### src/rtl/fir_sequencer.sv
// fir_sequencer
// Control sequencer for a folded symmetric FIR filter. A free-running divider
// produces the sample strobe; each accepted strobe starts one pass that steps
// the folded-tap index through 0..NUM_TAPS-1 (one MAC per cycle), then flags
// the finished output for one cycle. Strobes that arrive while a pass is still
// running are dropped and recorded in a sticky overrun flag and a saturating
// drop counter.
//
// Parameters
//   SAMPLE_DIV  clock cycles per sample strobe (2..255)
//   NUM_TAPS    folded-tap MAC cycles per sample (1..15)
//
// Ports
//   iClk_12M        in   single clock, rising edge
//   iRst            in   synchronous active-high reset
//   iEnable         in   level, permits starting a new sample pass
//   iClrErr         in   pulse, clears oOverrun and oDropCnt
//   oEnSample_600k  out  one-cycle sample strobe
//   oEnDelay        out  delay-chain shift enable
//   oTapSel[3:0]    out  folded-tap index for coefficient ROM / sum mux
//   oAccClr         out  load accumulator with current product (tap 0)
//   oAccEn          out  accumulate enable
//   oOutValid       out  one-cycle pulse, accumulator holds finished output
//   oBusy           out  a pass is in progress
//   oOverrun        out  sticky, a strobe arrived while busy
//   oDropCnt[7:0]   out  saturating count of dropped samples
module fir_sequencer #(
    parameter int SAMPLE_DIV = 20,
    parameter int NUM_TAPS   = 12
) (
    input  logic       iClk_12M,
    input  logic       iRst,
    input  logic       iEnable,
    input  logic       iClrErr,
    output logic       oEnSample_600k,
    output logic       oEnDelay,
    output logic [3:0] oTapSel,
    output logic       oAccClr,
    output logic       oAccEn,
    output logic       oOutValid,
    output logic       oBusy,
    output logic       oOverrun,
    output logic [7:0] oDropCnt
);

    typedef enum logic [1:0] {
        IDLE = 2'd0,
        ACC  = 2'd1,
        DONE = 2'd2
    } state_t;

    localparam logic [7:0] DIV_LAST = 8'(SAMPLE_DIV - 1);
    localparam logic [3:0] TAP_LAST = 4'(NUM_TAPS - 1);

    logic [7:0] cnt_q, cnt_d;
    state_t     state_q, state_d;
    logic [3:0] tap_q, tap_d;
    logic       overrun_q, overrun_d;
    logic [7:0] drop_cnt_q, drop_cnt_d;

    logic       strobe;
    logic       drop_evt;

    // Strobe divider: runs regardless of enable or sequencer state so the
    // sample rate never drifts.
    always_comb begin
        strobe = (cnt_q == DIV_LAST);
        if (strobe) begin
            cnt_d = 8'd0;
        end else begin
            cnt_d = cnt_q + 8'd1;
        end
    end

    // Sequencer next-state and per-state outputs
    always_comb begin
        state_d   = state_q;
        tap_d     = tap_q;
        oTapSel   = 4'd0;
        oAccEn    = 1'b0;
        oAccClr   = 1'b0;
        oOutValid = 1'b0;
        case (state_q)
            IDLE: begin
                if (strobe && iEnable) begin
                    state_d = ACC;
                    tap_d   = 4'd0;
                end
            end
            ACC: begin
                oTapSel = tap_q;
                oAccEn  = 1'b1;
                // First tap loads the accumulator instead of adding to stale data
                oAccClr = (tap_q == 4'd0);
                if (tap_q == TAP_LAST) begin
                    state_d = DONE;
                    tap_d   = 4'd0;
                end else begin
                    tap_d = tap_q + 4'd1;
                end
            end
            DONE: begin
                oOutValid = 1'b1;
                state_d   = IDLE;
            end
            default: begin
                state_d = IDLE;
                tap_d   = 4'd0;
            end
        endcase
    end

    // Overrun bookkeeping. A drop in the same cycle as a clear wins, so the
    // event is never lost: the flag stays set and the count restarts at 1.
    always_comb begin
        drop_evt   = strobe && (state_q != IDLE);
        overrun_d  = overrun_q;
        drop_cnt_d = drop_cnt_q;
        if (iClrErr) begin
            overrun_d  = drop_evt;
            drop_cnt_d = drop_evt ? 8'd1 : 8'd0;
        end else if (drop_evt) begin
            overrun_d = 1'b1;
            if (drop_cnt_q != 8'hFF) begin
                drop_cnt_d = drop_cnt_q + 8'd1;
            end
        end
    end

    always_ff @(posedge iClk_12M) begin
        if (iRst) begin
            cnt_q      <= 8'd0;
            state_q    <= IDLE;
            tap_q      <= 4'd0;
            overrun_q  <= 1'b0;
            drop_cnt_q <= 8'd0;
        end else begin
            cnt_q      <= cnt_d;
            state_q    <= state_d;
            tap_q      <= tap_d;
            overrun_q  <= overrun_d;
            drop_cnt_q <= drop_cnt_d;
        end
    end

    assign oEnSample_600k = strobe;
    assign oEnDelay       = (state_q == IDLE) && iEnable;
    assign oBusy          = (state_q != IDLE);
    assign oOverrun       = overrun_q;
    assign oDropCnt       = drop_cnt_q;

endmodule

### config.mk
export PLATFORM = sky130hd
export DESIGN_NAME = fir_sequencer
export DESIGN_NICKNAME = d
export VERILOG_FILES = /design/src/rtl/fir_sequencer.sv
export SDC_FILE = /design/constraint.sdc
export NUM_CORES = 1
export LEC_CHECK = 0
export ABC_AREA = 1
export ABC_CLOCK_PERIOD_IN_PS = 3400
export CORE_MARGIN = 8
export CORE_UTILIZATION = 55
export DETAILED_ROUTE_END_ITERATION = 8
export GPL_TIMING_DRIVEN = 0
export PLACE_DENSITY = 0.9
export SYNTH_ARGS = -nofsm -noshare
export SYNTH_HDL_FRONTEND = slang
export SYNTH_SLANG_ARGS = --single-unit
export TNS_END_PERCENT = 10
### constraint.sdc
create_clock -name iClk_12M -period 3.4 [get_ports iClk_12M]
set_input_delay 0.68 -clock iClk_12M [delete_from_list [all_inputs] [get_ports iClk_12M]]
set_output_delay 0.68 -clock iClk_12M [all_outputs]
set_load 0.005 [all_outputs]
# [Word level (Yosys, flattened, before mapping)]
# Cells that the tools add are included.
[totals] reg_bits=23 latchBits=0 mem_bits_rw=0 mem_bits_ro=0 input_bits=4 out_inout_bits=19 wordCells=44 memories=0
[classes] addsub=3 n_mul=0 n_div=0 magnitude_cmp=0 eq_ne=7 n_shift=0 mux=16 bitwise=1 reduce_logical=12
[op_table] cell="$mux 8" n=3
[op_table] cell="$add 8x1->8 const B" n=2
[op_table] cell="$mux 4" n=3
[op_table] cell="$pmux 4 s3" n=1
[op_table] cell="$eq 8x5->1 const B" n=1
[op_table] cell="$ne 8x8->1 const B" n=1
[op_table] cell="$mux 1" n=6
[op_table] cell="$reduce_and 2->1" n=3
[op_table] cell="$reduce_bool 2->1" n=3
[op_table] cell="$add 4x1->4 const B" n=1
[op_table] cell="$eq 4x4->1 const B" n=1
[op_table] cell="$logic_not 4->1" n=1
[op_table] cell="$mux 2" n=2
[op_table] cell="$ne 2x2->1 const B" n=2
[op_table] cell="$pmux 2 s2" n=1
[op_table] cell="$logic_and 1x1->1" n=3
[op_table] cell="$eq 2x1->1 const B" n=1
[op_table] cell="$eq 2x2->1 const B" n=1
[op_table] cell="$logic_not 2->1" n=1
[op_table] cell="$reduce_or 2->1" n=1
[op_table] cell="$not 1->1" n=1

# [Depth between registers and ports, before layout]
# Gate-level depths: netlist (run 1).
[depth] word_depth=4 depth_mapped=10 depth_no_buf=10

# [Least setup slack after synthesis (run 1)]
# Ideal clock, no wire load.
[synth_timing] path_type="register to output" start="register cnt_q[0]" end="output port oEnSample_600k" arrival_ns=0.878 required_time_ns=2.720 slack_ns=1.842 stages_incl_launch_ff=6 n_path_buf=0 path_cell_list="dfxtp_1 > ha_1 > inv_1 > nor2_2 > nand2_2 > nor2_4"
[synth_via] elab_chain_cells=1
[synth_lines] element="start, declared" line="55" rtl="logic [7:0] cnt_q, cnt_d;"
[synth_lines] element="start signal, assigned" line="138" rtl="cnt_q <= cnt_d;"
[synth_lines] element="$eq 8x5->1" line="67" rtl="strobe = (cnt_q == DIV_LAST);"
[synth_lines] element="end, declared" line="35" rtl="output logic oEnSample_600k,"
# No other way between the ends.

# [Final worst setup path (run 1)]
# Same ends and word-level chain as after synthesis.

==> results of run 1 <==
==> where the power goes <==
| group | switching, mW | internal [mW] |
|---|---|---|
| logic | 0.0202 | 0.0177 |
| registers | 0.00536 | 0.275 |
| clock network | 0.0770 | 0.0457 |
==> per-stage QoR <==
stage	utilization [%]	instance area [um^2]	hold WS, ns	std cells	power, mW
after floorplan	-	1310	0.430	193	0.309
after global placement	69.9	1560	0.442	243	0.323
after detailed placement	69.9	1560	0.452	243	0.324
after CTS	71.1	1590	0.480	247	0.447
after global routing	71.1	1590	0.500	247	0.464
final	71.1	1590	0.473	247	0.440
==> kinds of logic (layout without fill, tap and decap cells) <==
family                     after synthesis  in the layout  synth area share [%]
adders and majority gates                4              4                  3.83
buffers and inverters                   37             63                  11.3
AOI/OAI and AO/OA                       18             18                  7.38
and+or+nand+nor                        109            109                  40.9
xor gates and xnor gates                 2              2                  1.34
DFF                                     23             23                  35.2
==> placed cells by master, fill, tap and decap left out, types with 2 or more instances in the layout <==
master | netlist | routed
a21boi_0 | 2 | 2
a21oi_1 | 11 | 11
clkbuf_4 | 0 | 3
clkdlybuf4s50_1 | 0 | 22
dfxtp_1 | 23 | 23
ha_1 | 4 | 4
inv_1 | 35 | 35
nand2_1 | 43 | 43
nand2_2 | 3 | 3
nand3_1 | 21 | 21
nand3_2 | 2 | 2
nand4_1 | 5 | 5
nor2_1 | 21 | 21
nor2_2 | 4 | 4
nor3_1 | 2 | 2
nor3_2 | 3 | 3
o21ai_0 | 4 | 4
xor2_1 | 2 | 2
==> layer usage <==
layer	vias up	routed length, um	track usage, %	share of wire (%)
met5	-	0	0	0
met4	0	19	4.90	0.68
met3	2	98	2.41	3.5
met2	21	1340	22.6	48
met1	570	1340	16.7	48
li1	665	-	-	-
==> layout make-up <==
class / count / area (um^2) / area share, %
Tap cell: 28 / 35.0 / 2.21
Sequential cell: 23 / 460 / 29.0
Timing Repair Buffer: 22 / 220 / 13.9
Clock buffer: 4 / 26.3 / 1.65
Buffer: 2 / 16.3 / 1.02
Multi-Input combinational cell: 133 / 698 / 44.0
Inverter: 35 / 131 / 8.27
==> worst max path at each step <==
stage | start | to | slack, ns | depth (start not counted)
after floorplan | cnt_q[0] | oEnSample_600k | 1.84 | 5
after global placement | iEnable | oEnDelay | 0.84 | 4
after detailed placement | iEnable | oEnDelay | 0.85 | 4
after CTS | cnt_q[0] | oEnSample_600k | 0.81 | 6
after global routing | cnt_q[0] | oEnSample_600k | 0.69 | 6
final | cnt_q[0] | oEnSample_600k | 0.82 | 6
==> tightest hold or removal path, cell delays in order (launching register included) <==
cell,delay [ns]
dfxtp_1,0.35
nand2_1,0.05
o21ai_0,0.05
==> state kept, by name (all words and copies together) (netlist names) <==
name      count
oDropCnt      8
tap_q         4
cnt_q         8
state_q       2
oOverrun      1
==> metrics.txt, run 1 <==
number of synthesized flops with an enable pin=0; WP buf/inv=2; gpl congestion=0.867; I/O Pins=23; Area growth, synth to finish=21.6%; PostCTS Resize Cnt=0; Hold Path End=oOverrun; CTS tree=yes; Mapped Nets=201; final hold viol count=0; Setup CP Type=reg2out; Setup WS post-layout=0.817 ns; fill count=197; max-capacitance violation count=0; drt wl/cell=11.3 um; top post-synthesis cells by count=nand2_1, inv_1, dfxtp_1; clk root buf=clkbuf_4; RSZ-0062 raised after global routing=false; pwr dens=277 nW/um^2; R2R Path End=oDropCnt[3]; Syn Area/Cell=6.77 um^2; period utilization=76.0%; Post-DP HPWL=2.16 mm; via count=1258; r2r worst-path depth=10; Hold Path Cell Cnt=2; area of the core=2230 um^2; Post-Route Setup TNS=0 ns; post-synth top area cell=dfxtp_1; synthesized cell area=1310 um^2; Synth cell types=24; Yosys top cell area share=35.2%; fin. max-slew vios=0; status=finished clean; Max-slew headroom=66.0%; top achievable clock speed=0.387 GHz; Hold Crit Class=reg2reg; Worst-Skew Late Latency=0.30 ns; static leakage=0.638 nW; CTS Sinks=23; Synth area leaders=dfxtp_1, nand2_1, inv_1; antenna cells=0; final antenna-violating net count=0; Max H-tree Level=1; post-place setup slack=0.850 ns; top_reg_cell synth=dfxtp_1; count leader, synth=nand2_1; Async SR Flop Fraction=0%; maximum resistive drop on vdd=310 uV; share of layout cells above drive strength 1=9.13%; Yosys warnings=0; post-synthesis register bit count=23; slowest stage delay, CP=0.54 ns; die width=64.7 um; Nets=228; gr usage total=13.5%; final setup violation count=0; die area=4190 um^2; num rows=17; R2R Setup Slk=1.80 ns; CTS Hold Bufs=0; Worst-path clk slew=0.12 ns; Slowest-stage cell, CP=clkdlybuf4s50_1; post-synthesis sequential area ratio=35.2%; Startpoint Class=flop; gr ovfl total=0; CP top delay family=buffers and inverters; number of I/O port buffers=22; crit-path max FO=7; cts bufs inserted=3; Die Ht=64.7 um; Min-Delay Startpoint=oOverrun; Routed Wire Length=2.80 mm; Worst EP arrival=1.90 ns; Worst Tran Pin Value=0.508 ns; post-CTS setup buffers=0; Worst setup EP type=output pin; first-pass GRT wire length=4.71 mm; Critical Path RT=2.72 ns; Residual DRC=0; Vias/cell=5.09; initial core utilization=58.5%; vias in the first global route=1127; RR Startpoint=cnt_q[0]; CP Cell Sequence=ha_1 -> inv_1 -> nor2_2 -> nand2_2 -> nor2_4 -> clkdlybuf4s50_1; post-route minimum period=2.58 ns; largest net degree at the start of global routing=13; clk_skew=0.00203 ns; drt pass-1 iters=4; initial antenna violation count=0; clk buf depth=2; DRT iter0 DRCs=93; Mapped Cells=193
(Power assumes the default switching activity.)
==> inputs of run 2 (changes only) <==
Settings changed: ABC_CLOCK_PERIOD_IN_PS 3400 to 2600, CORE_UTILIZATION 55 to 51, PLACE_DENSITY 0.9 to 0.85.
Clock period 3.4 ns to 2.6 ns, I/O delays scaled along.
==> run 2 against run 1 <==
Against the previous run: combinational power grew 29%; sequential power grew 31%; non-clock buffer count is the same; critical path depth is the same; wire length shrank 3.1%; clock skew grew 0.0027 ns; sequential share of layout area is essentially flat; count of clock-buffer cells in the layout is the same; final area grew 0.16%; worst setup slack lost 0.59 ns; first-iteration DRC count shrank 43%; largest power group unchanged.
==> metrics.txt, run 2 (synthesized netlist as in run 1, its figures left out) <==
Switching Fraction=23.9% (+0.66 points); Vias/cell=5.07 (-0.49%); PostCTS Resize Cnt=0 (unchanged); clk buf depth=2 (unchanged); Setup CP Type=reg2out; gr usage total=12.6% (-0.84 points); final hold viol count=0 (unchanged); Routed Wire Length=2.71 mm (-3.1%); Worst EP arrival=1.85 ns (-0.05 ns); Max-slew headroom=66.4% (+0.37 points); max-capacitance violation count=0 (unchanged); Power Total=0.581 mW (+32%); area of the core=2450 um^2 (+9.9%); drt pass-1 iters=4 (unchanged); Startpoint Class=flop; Seq pwr share=63.0% (-0.5 points); static leakage=0.638 nW (unchanged); post-route minimum period=2.37 ns; fin. max-slew vios=0 (unchanged); RSZ-0062 raised after global routing=false; final antenna-violating net count=0 (unchanged); Nets=228 (unchanged); Worst setup EP type=output pin; maximum resistive drop on vdd=384 uV (+24%); clk root buf=clkbuf_4; GR Layer Usage met1=14.1% (-2.6 points); pwr dens=365 nW/um^2 (+32%); most frequent cells in the layout=nand2_1, inv_1, dfxtp_1; via count=1262 (+0.32%); share of layout cells above drive strength 1=9.13% (unchanged); DRT iter0 DRCs=53 (-43%); Max H-tree Level=1 (unchanged); Worst Tran Pin Value=0.502 ns (-0.00553 ns); Critical Path RT=2.08 ns (-0.64 ns); die width=66.6 um (+2.9%); combinational power share=8.4% (-0.2 points); internal power consumption=0.442 mW (+31%); gpl congestion=0.844 (-2.7%); die area=4440 um^2 (+5.9%); antenna cells=0 (unchanged); CTS tree=yes; first-pass GRT wire length=4.49 mm (-4.5%); cts bufs inserted=3 (unchanged); Post-DP HPWL=2.11 mm (-2.1%); grt met3 use=3.52% (+1.1 points); gr busiest metal=met2; clk_skew=0.00474 ns (+0.00271 ns); initial core utilization=53.2% (-5.3 points); Worst-Skew Late Latency=0.31 ns (about the same); vias in the first global route=1114 (-1.2%); initial antenna violation count=0 (unchanged); Clk pwr share=28.5% (+0.7 points); Die Ht=66.6 um (+2.9%); drt wl/cell=10.9 um (-3.9%); I/O Pins=23 (unchanged); Layout Utilization=64.8% (-6.3 points); leading cell type in the layout, fill and taps excluded=nand2_1; Fin Hold WS=0.473 ns (+0.000415 ns); number of I/O port buffers=22 (unchanged); gr ovfl total=0 (unchanged); num rows=18 (+1); Post-Route Setup TNS=0 ns (unchanged); top achievable clock speed=0.422 GHz; largest net degree at the start of global routing=13 (unchanged); Area growth, synth to finish=21.7%; period utilization=91.2%; Residual DRC=0 (unchanged); crit-path max FO=7 (unchanged); Worst-path clk slew=0.12 ns (about the same); status=finished clean; CTS Hold Bufs=0 (unchanged); Hold Crit Class=reg2reg; CTS Sinks=23 (unchanged); final setup violation count=0 (unchanged); met2 usage=21.0% (-1.6 points); switching power=0.139 mW (+36%); post-CTS setup buffers=0 (unchanged)
-- run 2: cell counts in the layout (fill, tap and decap cells not counted) --
Identical to the previous run, type by type.
-- run 2: through the flow --
stage / worst slack, ns / cell area [um^2] / cells
detailed placement: 0.375 / 1560 / 245
floorplan: 1.20 / 1310 / 193
CTS: 0.200 / 1590 / 249
global route: 0.0945 / 1590 / 249
global placement: 0.378 / 1560 / 245
finish: 0.228 / 1590 / 249
-- run 2: worst paths after layout --
kind	from	endpoint	cells after the start	slack, ns
setup / recovery	cnt_q[0]	oEnSample_600k	6	0.23
hold / removal	cnt_q[7]	cnt_q[7]	2	0.47
setup reg to reg	cnt_q[0]	oDropCnt[3]	10	1.07
hold reg to reg	cnt_q[7]	cnt_q[7]	2	0.47
-- run 2: final cells by class --
type | count | area, um^2
Fill cell | 229 | 865
Multi-Input combinational cell | 133 | 698
Sequential cell | 23 | 460
Timing Repair Buffer | 22 | 220
Inverter | 35 | 131
Tap cell | 30 | 37.5
Clock buffer | 4 | 26.3
Buffer | 2 | 16.3
-- run 2: power by group through the flow --
stage	logic, mW	registers, mW	clock network, mW
floorplan	0.0308	0.373	0
global placement	0.0486	0.374	0
detailed placement	0.0494	0.374	0
CTS	0.0497	0.366	0.171
global route	0.0551	0.368	0.190
finish	0.0489	0.366	0.166
-- run 2: routing by layer --
metal,share of wire (%),vias up
met5,0,-
met4,1.5,0
met3,6.4,5
met2,45,24
met1,47,567
li1,-,666
-- run 2: critical path, stage by stage (launching register included) --
cell and delay [ns]:
dfxtp_1 0.39, ha_1 0.23, inv_1 0.06, nor2_2 0.09
nand2_2 0.07, nor2_4 0.17, clkdlybuf4s50_1 0.53
==> inputs of run 3 (changes only) <==
--- a/config.mk
+++ b/config.mk
@@ -13,4 +13,5 @@
 export GPL_TIMING_DRIVEN = 0
 export PLACE_DENSITY = 0.85
+export SKIP_LAST_GASP = 1
 export SYNTH_ARGS = -nofsm -noshare
 export SYNTH_HDL_FRONTEND = slang
==> constraint.sdc (replaced) <==
create_clock -name iClk_12M -period 2.6 [get_ports iClk_12M]
set_input_delay 0.52 -clock iClk_12M [delete_from_list [all_inputs] [get_ports iClk_12M]]
set_output_delay 0.52 -clock iClk_12M [all_outputs]
set_load 0.1 [all_outputs]
==> run 3 against run 2 <==
Against the previous run: the run now ends with setup timing left; die area stayed put; cell count unchanged; wire length up 1.1%; critical path depth down 1; critical path type unchanged.
==> metrics.txt, run 3 (synthesized netlist as in run 1, its figures left out) <==
non-filler cells, final=249 (unchanged); largest net degree at the start of global routing=13 (unchanged); Max H-tree Level=1 (unchanged); Worst-Skew Late Latency=0.31 ns (about the same); status=complete, but fails checks; Max-slew headroom=33.9% (-33 points); leading cell type in the layout, fill and taps excluded=nand2_1; Residual DRC=0 (unchanged); max-capacitance violation count=0 (unchanged); Clk pwr share=27.3% (-1.2 points); most frequent cells in the layout=nand2_1, inv_1, dfxtp_1; initial antenna violation count=0 (unchanged); period utilization=102% (+11 points); Routed Wire Length=2.74 mm (+1.1%); Post-DP HPWL=2.17 mm (+2.8%); number of I/O port buffers=22 (unchanged); Register Area=460 um^2 (unchanged); share of layout cells above drive strength 1=11.9% (+2.7 points); multi-input logic area=741 um^2 (+6.1%); clk root buf=clkbuf_4; final antenna-violating net count=0 (unchanged); final setup violation count=7 (+7); CTS Sinks=23 (unchanged); CTS tree=yes; gr ovfl total=0 (unchanged); placed cells=245 (unchanged); post-CTS setup buffers=0 (unchanged); Hold Crit Class=reg2reg; gpl congestion=0.825 (-2.2%); Setup WS post-layout=-0.0543 ns (-0.283 ns); area of the core=2450 um^2 (unchanged); Die Ht=66.6 um (unchanged); combinational power share=12.1% (+3.7 points); gr usage total=12.9% (+0.28 points); die area=4440 um^2 (unchanged); maximum resistive drop on vdd=274 uV (-29%); drt pass-1 iters=4 (unchanged); failing checks=setup timing; Startpoint Class=flop; final hold viol count=0 (unchanged); top achievable clock speed=0.377 GHz (-11%); crit-path max FO=6 (-1); static leakage=0.666 nW (+4.3%); RSZ-0062 raised after global routing=true; via count=1234 (-2.2%); die width=66.6 um (unchanged); Setup CP Type=reg2out; CTS Hold Bufs=0 (unchanged); fill count=228 (-0.44%); cts bufs inserted=3 (unchanged); Seq pwr share=60.6% (-2.4 points); DRT iter0 DRCs=66 (+25%); Worst setup EP type=output pin; Nets=228 (unchanged); vias in the first global route=1107 (-0.63%); pwr dens=373 nW/um^2 (+2.0%); initial core utilization=53.2% (unchanged); first-pass GRT wire length=4.67 mm (+4.0%); fin. max-slew vios=0 (unchanged); Worst Tran Pin Value=0.995 ns (+0.493 ns); I/O Pins=23 (unchanged); num rows=18 (unchanged); Worst EP arrival=2.13 ns (+0.28 ns); Vias/cell=4.96 (-2.2%); drt wl/cell=11.0 um (+1.1%); internal power consumption=0.441 mW (-0.14%); clk buf depth=2 (unchanged); clk_skew=0.00695 ns (+0.00221 ns); Critical Path RT=2.08 ns (about the same); switching power=0.162 mW (+17%); Power Total=0.604 mW (+3.9%); Area growth, synth to finish=24.0%; post-route minimum period=2.65 ns (+0.283 ns); Switching Fraction=26.9% (+3.0 points); Worst-path clk slew=0.13 ns (about the same); antenna cells=0 (unchanged)
[run 3: cell types whose count changed in the layout (fill, tap and decap cells not counted), sizes merged]
cell,delta
clkdlybuf4s50,-7
dlygate4sd2,+6
clkbuf,+1
[run 3: what timing repair did]
action,in CTS,in global routing
setup endpoints to repair,9,10
resized for setup,7,2
endpoints found under the hold margin,0,0
[run 3: metrics by stage]
stage	TNS, ns	hold slack [ns]	worst slack (ns)	util, %	cell area (um^2)
after floorplan	-0.155	0.430	-0.155	-	1350
after global placement	-0.340	0.444	-0.272	65.4	1610
after detailed placement	-0.343	0.461	-0.259	65.4	1610
after CTS	-0.362	0.489	-0.154	66.2	1620
after global routing	-0.770	0.513	-0.132	66.0	1620
final	-0.154	0.484	-0.0543	66.0	1620
[run 3: layout make-up]
class                           instances  area share, %
Multi-Input combinational cell        133           45.7
Sequential cell                        23           28.4
Timing Repair Buffer                   22           12.8
Inverter                               35           8.11
Tap cell                               30           2.32
Clock buffer                            4           1.62
Buffer                                  2           1.00
[run 3: worst paths after layout]
check	start	to	slack (ns)	depth (start not counted)
worst max-delay path	state_q[0]	oTapSel[2]	-0.05	5
worst min-delay path	cnt_q[0]	cnt_q[0]	0.48	1
worst max register to register	cnt_q[0]	oDropCnt[3]	1.03	10
worst min register to register	cnt_q[0]	cnt_q[0]	0.48	1
[run 3: worst max-delay path, stage by stage, from the launching register on]
cell and delay, ns:
dfxtp_1 0.35, inv_1 0.08, nor2_4 0.14, inv_1 0.22, nor2_4 0.14, dlygate4sd2_1 0.88
[run 3: layer usage]
metal	part of all wire, %	up-vias	global-route usage (%)
met5	0	-	0
met3	4.0	4	2.18
met4	1.5	0	4.80
li1	-	666	-
met1	50	542	16.0
met2	45	22	21.6
[run 3: power groups by stage]
stage | registers, mW | logic, mW | clock network, mW
after floorplan | 0.392 | 0.0368 | 0
after global placement | 0.374 | 0.0736 | 0
after detailed placement | 0.374 | 0.0740 | 0
after CTS | 0.366 | 0.0735 | 0.170
after global routing | 0.367 | 0.0800 | 0.178
final | 0.366 | 0.0732 | 0.165
==> RTL edit (settings of run 2) <==
`SAMPLE_DIV`: 20 -> 15.
--- a/src/rtl/fir_sequencer.sv
+++ b/src/rtl/fir_sequencer.sv
@@ -25,7 +25,7 @@
 //   oOverrun        out  sticky, a strobe arrived while busy
 //   oDropCnt[7:0]   out  saturating count of dropped samples
 module fir_sequencer #(
-    parameter int SAMPLE_DIV = 20,
+    parameter int SAMPLE_DIV = 15,
     parameter int NUM_TAPS   = 12
 ) (
     input  logic       iClk_12M,
Check against the original RTL: no difference found for any inputs over 10 cycles, from zero or initial values and one cycle with iRst high; that may be too few to reach the edited logic, so the function may still have changed.
==> RTL edit against run 2 <==
Critical path depth down 1. Power down 2.1%. Global-route usage up 0.81 points. Synthesized area fell by 3.2%. Setup slack improved by 0.029 ns. Sequential cell count unchanged. Routed wire length rose by 0.15%. Design area fell by 2.6%. Critical path type unchanged. Largest cell class unchanged. Largest power group unchanged.
==> RTL edit: results (changes against run 2) <==
| Metric | Value |
|---|---|
| Root Driver | `clkbuf_4` |
| Pre-Repair DR Iteration Count | `4 (unchanged)` |
| Nets | `225 (-1.3%)` |
| Count of flip-flops with a built-in enable after synthesis | `0 (unchanged)` |
| Pre-CTS WS | `0.351 ns (-0.0243 ns)` |
| TritonCTS Buffers | `3 (unchanged)` |
| Synth Area per Inst | `6.69 um^2 (-1.1%)` |
| Sequential share of the synthesized area | `36.4% (+1.2 points)` |
| Initial antenna violation count | `0 (unchanged)` |
| Dpl hpwl | `2.11 mm (about the same)` |
| Status | `finished clean` |
| Actual slew at the worst max-slew pin | `0.427 ns (-0.0746 ns)` |
| Largest net degree at the start of global routing | `13 (unchanged)` |
| Placed inst area | `1520 um^2 (-2.6%)` |
| Hold WC Path Type | `flip-flop to flip-flop` |
| Number of instances in the placed design | `241 (-1.6%)` |
| Leak pwr | `0.601 nW (-5.8%)` |
| Avg WL per Cell | `11.1 um (+1.8%)` |
| Post-route insts no fill | `245 (-1.6%)` |
| CP max FO | `6 (-1)` |
| Via density | `4.97 (-1.9%)` |
| Clock latency on the worst-skew pair | `0.30 ns` |
| Tot GR Track Use | `13.4% (+0.81 points)` |
| Layout cells sized above 1 | `5.12% (-4.0 points)` |
| Commonest cells in the netlist | `45 x nand2_1, 30 x inv_1, 29 x nor2_1, 23 x dfxtp_1, 17 x nand3_1` |
| Netlist cell types | `23 (-4.2%)` |
| H-tree depth | `1 (unchanged)` |
| Reg clk slew, reported paths | `0.13 ns` |
| Port Buffer Count | `22 (unchanged)` |
| Synthesized Nets | `198 (-1.5%)` |
| Postcts setup bufs | `0 (unchanged)` |
| Vias in the first global route | `1159 (+4.0%)` |
| Setup Skew | `0.00666 ns (+0.00192 ns)` |
| Resized Gates After CTS | `0 (unchanged)` |
| Slowest stage delay, CP | `0.51 ns (-0.02 ns)` |
| Worst path slowest cell | `clkdlybuf4s50_1` |
| Antenna Diode Count | `0 (unchanged)` |
| Longest Clk Path Bufs | `2 (unchanged)` |
| First-pass GRT wire length | `4.79 mm (+6.6%)` |
| YS warnings | `0 (unchanged)` |
| Crit path DAT | `1.82 ns (-0.03 ns)` |
| Detailed Route Iter0 Violations | `56 (+5.7%)` |
| Peak VDD IR | `0.000398 V (+3.7%)` |
| Final Setup Violations | `0 (unchanged)` |
| Synth area leaders | `dfxtp_1 36%, nand2_1 13%, inv_1 8.9%` |
| Asr flop ratio synth | `0% (unchanged)` |
| Routability Congestion | `0.909 (+7.8%)` |
| CP top delay family | `buffers and inverters` |
RTL edit: cell types whose count changed in the layout (fill, tap and decap cells not counted), moves of 3 or more:
cell / run 2 / this run
inv_1: 35 / 30
nand3_1: 21 / 17
nand4_1: 5 / 2
nor2_1: 21 / 29
nor2_2: 4 / 0
nor3_1: 2 / 5
nor3_2: 3 / 0
RTL edit: cells by family (layout without fill, tap and decap cells):
group	after synthesis	after routing	synth area share, %
flip-flops	23	23	36.4
buffers and inverters	31	57	9.20
XOR/XNOR	2	2	1.39
AO/OA/AOI/OAI	22	22	9.99
adder cells (fa/ha/maj)	5	5	4.95
AND/OR/NAND/NOR	106	106	38.1
RTL edit: path summary, 6_finish.rpt:
kind                     from     endpoint  slack, ns  cells past startpoint
setup / recovery   state_q[0]      oAccClr       0.26                      5
hold / removal       oOverrun     oOverrun       0.48                      2
setup reg to reg  oDropCnt[0]  oDropCnt[4]       1.09                      8
hold reg to reg      oOverrun     oOverrun       0.48                      2
RTL edit: metal layers:
layer  global-route usage, %  up-vias  routed length (um)
li1                        -      650                   -
met1                    16.1      530                1290
met2                    22.7       36                1210
met3                    2.88        2                 194
met4                    5.45        0                  18
met5                       0        -                   0
RTL edit: cell type report:
cell class	count	area (um^2)
buffer	1	3.75
clock buffer	4	26.3
fill	227	861
inverter	30	113
multi-input combinational	135	688
sequential	23	460
tap	30	37.5
timing repair buffer	22	220
RTL edit: through the flow:
stage	hold slack (ns)	utilization, %
after global placement	0.451	63.2
after detailed placement	0.464	63.2
final	0.484	64.3
after CTS	0.494	64.3
after global routing	0.526	64.3
after floorplan	0.441	-
RTL edit: power by group:
group	internal (mW)	total (mW)	switching [mW]
Combinational	0.0184	0.0413	0.0229
Clock	0.0598	0.163	0.103
Sequential	0.358	0.365	0.00645
RTL edit: worst register-to-register path, stage by stage, from the launching register on:
cell and delay [ns]:
dfxtp_1 0.42, ha_1 0.19, nand2_1 0.14, nor2_4 0.15
nand2_1 0.12, nand3_4 0.15, nand2_4 0.09, nand2_1 0.10
a21oi_2 0.06
